**config.mk**
```make
export PLATFORM = sky130hd
export DESIGN_NAME = memory_arbiter_flat
export DESIGN_NICKNAME = d
export VERILOG_FILES = /design/src/rtl/memory_arbiter_pkg.sv /design/src/rtl/i_cache.sv /design/src/rtl/memory_arbiter.sv /design/src/flat_wrapper.sv
export SDC_FILE = /design/constraint.sdc
export NUM_CORES = 1
export LEC_CHECK = 0
export CAP_MARGIN = 40
export CORE_MARGIN = 2
export CORE_UTILIZATION = 42
export DETAILED_ROUTE_END_ITERATION = 16
export HOLD_SLACK_MARGIN = 0.1
export PLACE_DENSITY = 0.88
export REMOVE_ABC_BUFFERS = 1
export SYNTH_ARGS = -nofsm -noshare
export SYNTH_HDL_FRONTEND = slang
export SYNTH_SLANG_ARGS = --single-unit
```
**constraint.sdc**
```tcl
create_clock -name clock -period 3.23 [get_ports clock]
set_clock_uncertainty 0.1 [all_clocks]
set_input_delay 0.969 -clock clock [delete_from_list [all_inputs] [get_ports clock]]
set_output_delay 0.969 -clock clock [all_outputs]
set_load 0.02 [all_outputs]
```
**src/rtl/memory_arbiter_pkg.sv**
```systemverilog
// Shared types for the memory arbiter.
//   regval_t    : 32-bit register/memory word
//   arb_state_t : arbiter FSM state
//   grant_t     : identifies requester A (instruction) or B (data)
package memory_arbiter_pkg;

  typedef logic [31:0] regval_t;

  typedef enum logic [1:0] {
    StIdle,
    StServeA,
    StServeB,
    StDrain
  } arb_state_t;

  typedef enum logic {
    GrantA,
    GrantB
  } grant_t;

endpackage

```
**src/rtl/i_cache.sv**
```systemverilog
// Requester-side bus of the memory arbiter.
//   address_enable : level read request, held until data_valid
//   address        : read address, stable while address_enable is high
//   data_valid     : one-cycle response strobe to the requester
//   data           : response data, meaningful with data_valid
// Modport impl is the arbiter side, client is the requester side.
interface i_cache;

  logic                        address_enable;
  memory_arbiter_pkg::regval_t address;
  logic                        data_valid;
  memory_arbiter_pkg::regval_t data;

  modport impl (
    input  address_enable,
    input  address,
    output data_valid,
    output data
  );

  modport client (
    output address_enable,
    output address,
    input  data_valid,
    input  data
  );

endinterface

```
**src/rtl/memory_arbiter.sv**
```systemverilog
// Round-robin arbiter sharing one memory read port between two requesters.
//   clock, reset_n        : clock, asynchronous active-low reset
//   mem_address_enable    : memory read request, held until response or timeout
//   mem_address           : memory read address
//   mem_data_valid        : memory response strobe
//   mem_data              : memory response data
//   a, b                  : requester ports (A instruction side, B data side)
//   timeout               : one-cycle pulse when a memory request is abandoned
//   busy                  : high whenever the arbiter is not idle
// TIMEOUT is the response limit in cycles; 0 disables it. The timeout pulse is
// raised in the TIMEOUT-th cycle of a state, unless a response arrives then.
module memory_arbiter
  import memory_arbiter_pkg::*;
#(
  parameter int unsigned TIMEOUT = 255
) (
  input  logic       clock,
  input  logic       reset_n,
  output logic       mem_address_enable,
  output regval_t    mem_address,
  input  logic       mem_data_valid,
  input  regval_t    mem_data,
  i_cache.impl       a,
  i_cache.impl       b,
  output logic       timeout,
  output logic       busy
);

  localparam int unsigned CntW = (TIMEOUT > 0) ? $clog2(TIMEOUT + 1) : 1;
  localparam logic [CntW-1:0] CntLimit = CntW'((TIMEOUT > 0) ? TIMEOUT - 1 : 0);

  arb_state_t      state_q, state_d;
  grant_t          last_grant_q, last_grant_d;
  logic [CntW-1:0] cnt_q, cnt_d;
  regval_t         addr_q, addr_d;
  grant_t          pick;
  logic            serve_req;
  logic            limit_hit;

  function automatic grant_t rr_pick(input logic req_a, input logic req_b, input grant_t last);
    if (req_a && req_b) begin
      return (last == GrantB) ? GrantA : GrantB;
    end
    return req_a ? GrantA : GrantB;
  endfunction

  assign limit_hit = (TIMEOUT != 0) && (cnt_q == CntLimit);

  always_comb begin
    state_d      = state_q;
    last_grant_d = last_grant_q;
    addr_d       = addr_q;
    pick         = GrantA;
    serve_req    = 1'b0;
    timeout      = 1'b0;
    a.data_valid = 1'b0;
    b.data_valid = 1'b0;
    unique case (state_q)
      StIdle: begin
        // last_grant is only consulted here, so updating it at grant time is
        // equivalent to updating it when the service completes.
        if (a.address_enable || b.address_enable) begin
          pick         = rr_pick(a.address_enable, b.address_enable, last_grant_q);
          state_d      = (pick == GrantA) ? StServeA : StServeB;
          addr_d       = (pick == GrantA) ? a.address : b.address;
          last_grant_d = pick;
        end
      end
      StServeA, StServeB: begin
        serve_req = (state_q == StServeA) ? a.address_enable : b.address_enable;
        if (mem_data_valid) begin
          // A response that meets a just-dropped request is simply consumed.
          state_d = StIdle;
          if (state_q == StServeA) begin
            a.data_valid = serve_req;
          end else begin
            b.data_valid = serve_req;
          end
        end else if (limit_hit) begin
          timeout = 1'b1;
          state_d = StIdle;
        end else if (!serve_req) begin
          state_d = StDrain;
        end
      end
      StDrain: begin
        if (mem_data_valid) begin
          state_d = StIdle;
        end else if (limit_hit) begin
          timeout = 1'b1;
          state_d = StIdle;
        end
      end
      default: state_d = StIdle;
    endcase
  end

  // Cleared on every state entry, saturating while serving or draining.
  always_comb begin
    cnt_d = cnt_q;
    if (state_d != state_q) begin
      cnt_d = '0;
    end else if (state_q != StIdle && cnt_q != '1) begin
      cnt_d = cnt_q + 1'b1;
    end
  end

  always_ff @(posedge clock or negedge reset_n) begin
    if (!reset_n) begin
      state_q      <= StIdle;
      last_grant_q <= GrantB;
      cnt_q        <= '0;
      addr_q       <= '0;
    end else begin
      state_q      <= state_d;
      last_grant_q <= last_grant_d;
      cnt_q        <= cnt_d;
      addr_q       <= addr_d;
    end
  end

  assign mem_address_enable = (state_q != StIdle);
  assign busy               = (state_q != StIdle);

  // The live address is forwarded while serving; DRAIN keeps the grant-time copy.
  always_comb begin
    mem_address = addr_q;
    if (state_q == StServeA) begin
      mem_address = a.address;
    end else if (state_q == StServeB) begin
      mem_address = b.address;
    end
  end

  assign a.data = mem_data;
  assign b.data = mem_data;

endmodule

```
**src/flat_wrapper.sv**
```systemverilog
// flat-port wrapper written by rule: the top's interface ports become plain ports
module memory_arbiter_flat import memory_arbiter_pkg::*;
#(
  parameter int unsigned TIMEOUT = 255
)
  (clock, reset_n, mem_address_enable, mem_address, mem_data_valid, mem_data, timeout, busy, a_address_enable, a_address, a_data_valid, a_data, b_address_enable, b_address, b_data_valid, b_data);
  i_cache a_i ();
  i_cache b_i ();
  input  logic clock;
  input  logic reset_n;
  output logic mem_address_enable;
  output regval_t mem_address;
  input  logic mem_data_valid;
  input  regval_t mem_data;
  output logic timeout;
  output logic busy;
  input wire logic [$bits(a_i.address_enable)-1:0] a_address_enable;
  input wire logic [$bits(a_i.address)-1:0] a_address;
  output wire logic [$bits(a_i.data_valid)-1:0] a_data_valid;
  output wire logic [$bits(a_i.data)-1:0] a_data;
  input wire logic [$bits(b_i.address_enable)-1:0] b_address_enable;
  input wire logic [$bits(b_i.address)-1:0] b_address;
  output wire logic [$bits(b_i.data_valid)-1:0] b_data_valid;
  output wire logic [$bits(b_i.data)-1:0] b_data;
  assign a_i.address_enable = a_address_enable;
  assign a_i.address = a_address;
  assign a_data_valid = a_i.data_valid;
  assign a_data = a_i.data;
  assign b_i.address_enable = b_address_enable;
  assign b_i.address = b_address;
  assign b_data_valid = b_i.data_valid;
  assign b_data = b_i.data;
  memory_arbiter #(.TIMEOUT(TIMEOUT)) u_core (.clock(clock), .reset_n(reset_n), .mem_address_enable(mem_address_enable), .mem_address(mem_address), .mem_data_valid(mem_data_valid), .mem_data(mem_data), .a(a_i), .b(b_i), .timeout(timeout), .busy(busy));
endmodule
```
; ---- Word level (Yosys, flattened, before mapping)
; Index checks and enable logic that the tools add are counted.
; Widths: inputs -> output; s select.
[op_classes]
addsub = 1
mul = 0
div_mod_pow = 0
order_cmp = 0
n_eq_ne = 6
shift = 0
n_mux = 32
n_bitwise = 0
reduce_logical = 9
[ops]
columns = operator, count
row1 = $mux 32, 3
row2 = $mux 1, 19
row3 = $mux 8, 2
row4 = $mux 2, 7
row5 = $add 8x1->8 const B, 1
row6 = $eq 8x8->1 const B, 1
row7 = $ne 8x8->1 const B, 1
row8 = $pmux 2 s3, 1
row9 = $eq 2x2->1 const B, 2
row10 = $reduce_bool 2->1, 2
row11 = $reduce_or 3->1, 1
row12 = $eq 2x1->1 const B, 1
row13 = $logic_and 1x1->1, 2
row14 = $logic_not 2->1, 1
row15 = $ne 2x2->1, 1
row16 = $reduce_and 2->1, 1
row17 = $reduce_or 2->1, 1
row18 = $logic_or 1x1->1, 1
[word_totals]
ff_bits = 43
latchBits = 0
ram_bits = 0
romBits = 0
in_bits = 101
output_inout_bits = 101
wordCells = 52
mem_count = 0

; ---- Depth between registers and ports, before layout
[logic_depth]
ltp_word = 12
depth_mapped = 7
depth_no_buf = 7

; ---- Worst setup path before layout
; OpenSTA, ideal clock, no wires.
[synth_timing]
path_kind = register to output
startpoint = reg u_core.state_q[0]
endpoint = out mem_address[10]
arrival_time_ns = 1.784
slack_ns = 0.377
stages_incl_launch_ff = 7
path_cell_list = dfrtp_1 inv_1 ha_1 clkbuf_1 buf_2 mux2i_1 o21ai_0
[synth_via]
elab_chain_len = 3
elab_cells_between_ends = 4
[synth_rtl]
columns = item, line
row1 = "start, declared", memory_arbiter.sv:32  ; arb_state_t state_q, state_d;
row2 = "start signal, assigned", memory_arbiter.sv:110  ; state_q <= StIdle;
row3 = "start signal, assigned", memory_arbiter.sv:115  ; state_q <= state_d;
row4 = $eq 2x2->1, memory_arbiter.sv:130  ; end else if (state_q == StServeB) begin
row5 = $mux 32, memory_arbiter.sv:130
row6 = $mux 32 *, memory_arbiter.sv:128  ; if (state_q == StServeA) begin
row7 = "end, declared", flat_wrapper.sv:12  ; output regval_t mem_address;
; Mark *: on every way between the ends. The rest lies on a longest branch, timed or not.

; ---- Final worst setup path
[layout_timing]
startpoint = in mem_data_valid
endpoint = out timeout
[layout_via]
elab_chain_len = 2
[layout_rtl]
columns = item, line
row1 = "start, declared", flat_wrapper.sv:13  ; input logic mem_data_valid;
row2 = $mux 1, memory_arbiter.sv:71  ; if (mem_data_valid) begin
row3 = $mux 1, --
row4 = "end, declared", flat_wrapper.sv:15  ; output logic timeout;
; No other way between the ends.

==> results.txt <==
----------------------------------------------------
[Setup path]
  Source of the critical timing path ... mem_data_valid
  Crit path buf inv count ... 2
  CP endpoint ... timeout
  Worst R2R Path Depth ... 8
  Slowest cell on the critical path ... sky130_fd_sc_hd__clkdlybuf4s50_1
  R2R Setup Slk ... between 0.9 and 1 ns
  CP Data Arrival Time ... between 2 and 2.5 ns
  Kind of end point of the critical path ... output pin
  Crit path launch type ... primary input
  Critical-path maximum fanout ... 3
  Crit path required time ... 2.16 ns
  Critical register-to-register path startpoint ... u_core.state_q[1]
  WS Path Type ... primary input to output pin
  Crit-path cells ... clkdlybuf4s50_1 > nor4_1 > dlygate4sd2_1
  Stages on the worst setup path ... 3
  Worst stage delay on the critical path ... between 0.4 and 0.5 ns
  Crit Reg-Reg Endpoint ... u_core.cnt_q[6]
  Top cell family by delay on the critical path ... buffers and inverters

[STA]
  Unrepaired setup endpoints after global routing ... false
  Slew at the pin with the worst max-slew slack ... 0.418 ns
  Relative slew slack ... between 70% and 80%
  Final cycle utilization of the critical path ... 98.2%
  Number of endpoints with negative hold slack in the final report ... 0
  Highest attainable clock frequency ... about 320 MHz
  PnR worst setup slack ... slightly below 0.06 ns
  Shortest period the worst path allows ... roughly 3.2 ns
  Count of endpoints failing setup in the final report ... 0
  Final count of pins violating max slew ... 0

[Drt]
  ANT nets after route ... 0
  Routed wire length ... about 13000 um
  Average wire per cell in the routed design ... ~24 um
  Drt first pass iters ... 4
  Via total after detailed routing ... just under 3000
  Residual DRC ... 0
  Iteration-0 DRC count of the detailed router ... slightly above 70
  Drt via density ... approximately 5.5

[Place]
  Weighted congestion at the end of routability-driven global placement ... 0.863
  Placed standard-cell area ... roughly 0.0042 mm2
  Post-placement setup slack ... -0.237 ns
  Count of placed standard cells including taps ... around 530
  Port Buffers ... 105
  HPWL Detailed ... a little over 10000 um

[Power and ir drop]
  Leakage power total ... between 1.5 and 2 nW
  Cell-internal power ... 1.94 mW
  Reg power frac ... around 25%
  Net switching power figure ... around 1.7 mW
  Peak supply drop ... roughly 0.00054 V
  Part of the total power dissipated in combinational logic ... between 60% and 70%
  Clock share of power ... between 10 and 15%
  Sw frac ... 47.1%
  Power Density ... about 860 mW/mm2

[Cells and area]
  Fraction of layout instances using a drive strength above 1 ... under 10%
  Total non-filler cell area in the finished layout ... between 0.004 and 0.005 mm2
  Final antenna diode count ... 0
  Nets ... about 540
  Area added between synthesis and finish ... 23.4%
  Count of filler cells inserted in the layout ... ~720
  Most frequent standard cell in the layout excluding fill and tap cells ... sky130_fd_sc_hd__clkdlybuf4s50_1
  Non-Filler Instances ... approximately 540
  Commonest cells after routing, fill and taps aside ... 69 x sky130_fd_sc_hd__clkdlybuf4s50_1, 67 x sky130_fd_sc_hd__nand2_1, 65 x sky130_fd_sc_hd__mux2i_1, 54 x sky130_fd_sc_hd__o21ai_0, 41 x sky130_fd_sc_hd__dfrtp_1

[CTS]
  Skew-Pair Late Insertion Delay ... roughly 0.29 ns
  Clock-pin transition on the worst setup and hold timing paths ... approximately 0.090 ns
  Number of H-tree levels ... 2
  Clk Tree Root Cell ... sky130_fd_sc_hd__clkbuf_8
  Count of clock tree sinks ... 43
  CTS tree ... built
  Maximum clock insertion buffer count ... 2
  Post-CTS Setup Bufs ... 0
  CTS Buf Count ... 5

[GRT]
  Via count of the first global-routing pass ... roughly 3000
  Aggregate global routing overflow ... 0
  Initial antenna violation count ... 0
  Global-route wire length before repair ... between 15000 and 20000 um
  Maximum number of pins on one net before global-route repair ... 40
  Global Route Usage Sum ... between 20% and 30%

[Die]
  Standard-cell rows ... 32
  Die Footprint ... just under 0.009 mm2
  Io pins ... between 200 and 250
  Die Width ... ~94 um
  Starting Density ... 43.8%
  Die Y-Extent ... 94.5 um
  Placeable core region ... slightly below 0.008 mm2

[Synth]
  Portion of the post-synthesis area used by sequential elements ... 31.3%
  Mapped Avg Cell Area ... around 8.7 um2
  Count of flip-flops with a built-in enable after synthesis ... 0
  Proportion of synthesized flip-flops having asynchronous set or reset ... 100%
  Number of warnings reported in the yosys synthesis log ... 0
  Netlist Area Pre-Place ... roughly 0.0034 mm2
  Prevailing post-synth register cell ... sky130_fd_sc_hd__dfrtp_1
  FF+latch count, synth ... 43
  Count of cell types in the netlist ... 41
  Cells after synthesis ... between 300 and 400

[Status]
  Result of the run ... complete, no violations

[Flow run]
  Maximum Capacitance Violations ... 0

[Min path]
  Class of the worst hold path ... flop to flop

----------------------------------------------------
flip-flops by register name (all words and copies together) (netlist names):
signal               cells
u_core.addr_q           32
u_core.cnt_q             8
u_core.state_q           2
u_core.last_grant_q      1
worst min path at each step:
stage,from,end,slack [ns],cells past startpoint
6_report,u_core.addr_q[9],u_core.addr_q[9],0.39,2
3_3_place_gp,u_core.addr_q[2],u_core.addr_q[2],0.36,2
2_1_floorplan,u_core.addr_q[0],u_core.addr_q[0],0.35,2
3_5_place_dp,u_core.addr_q[9],u_core.addr_q[9],0.37,2
4_1_cts,u_core.addr_q[9],u_core.addr_q[9],0.39,2
5_1_grt,u_core.addr_q[17],u_core.addr_q[17],0.42,2
cell usage after synthesis, drive strengths merged (3+ instances only):
cell type	count	area, um2
buf	73	542
o21ai	71	370
nand2	67	251
mux2i	65	651
dfrtp	42	1050
clkbuf	14	52.6
nor2	10	37.5
ha	7	87.6
inv	7	26.3
xor2	5	43.8
a21oi	3	26.3
nand3	3	15.0
nand4	3	25.0
o22ai	3	32.5
what timing repair did:
item | CTS | global route
gates resized for setup | 36 | 3
hold buffers | 0 | 0
setup endpoints to repair | 35 | 4
per-layer routing:
layer / track usage [%] / vias to the layer above / wire [um] / share of wire [%]
met5: 5.36 / - / 0 / 0
met1: 26.1 / 1356 / 4250 / 34
met3: 20.8 / 39 / 2160 / 17
li1: - / 1370 / - / -
met2: 39.9 / 184 / 5040 / 40
met4: 24.5 / 0 / 1190 / 9.4
power groups by stage:
stage	logic, mW	clock network (mW)	registers (mW)
floorplan	1.52	0	0.878
global route	2.60	0.401	0.936
CTS	2.40	0.384	0.901
global placement	2.52	0	0.900
detailed placement	2.61	0	0.914
finish	2.39	0.371	0.905
per-stage QoR:
step | hold WS, ns | utilization [%] | power (mW) | TNS (ns)
floorplan | 0.349 | - | 2.40 | -15.11
global placement | 0.363 | 53.0 | 3.42 | -4.58
detailed placement | 0.370 | 53.3 | 3.52 | -5.31
CTS | 0.392 | 54.0 | 3.68 | 0
global route | 0.420 | 54.1 | 3.94 | 0
finish | 0.387 | 54.1 | 3.67 | 0
cell families after synthesis:
| logic type | count (synthesis) | share of synthesized area [%] |
|---|---|---|
| AOI/OAI and AO/OA | 88 | 16.2 |
| muxes | 65 | 18.9 |
| and+or+nand+nor | 91 | 11.1 |
| adders and majority gates | 7 | 2.55 |
| DFF | 43 | 31.3 |
| buffers and inverters | 94 | 18.1 |
| xor gates and xnor gates | 7 | 1.78 |
worst register-to-register path: cells and delay by family, from the launching register on:
| kind | cells | cell delay (ns) |
|---|---|---|
| muxes | 1 | 0.27 |
| and+or+nand+nor | 1 | 0.10 |
| buffers and inverters | 2 | 0.37 |
| adders and majority gates | 1 | 0.26 |
| DFF | 1 | 0.46 |
| AOI/OAI and AO/OA | 3 | 0.65 |
layout make-up:
cell class / count / area (um2) / area share, %
multi-input combinational: 258 / 1760 / 41.4
tap: 102 / 128 / 3.01
clock inverter: 2 / 16.3 / 0.383
clock buffer: 6 / 82.6 / 1.95
sequential: 43 / 1080 / 25.4
inverter: 7 / 26.3 / 0.619
timing repair buffer: 118 / 1160 / 27.2
Power figures use the tool's default switching activity.
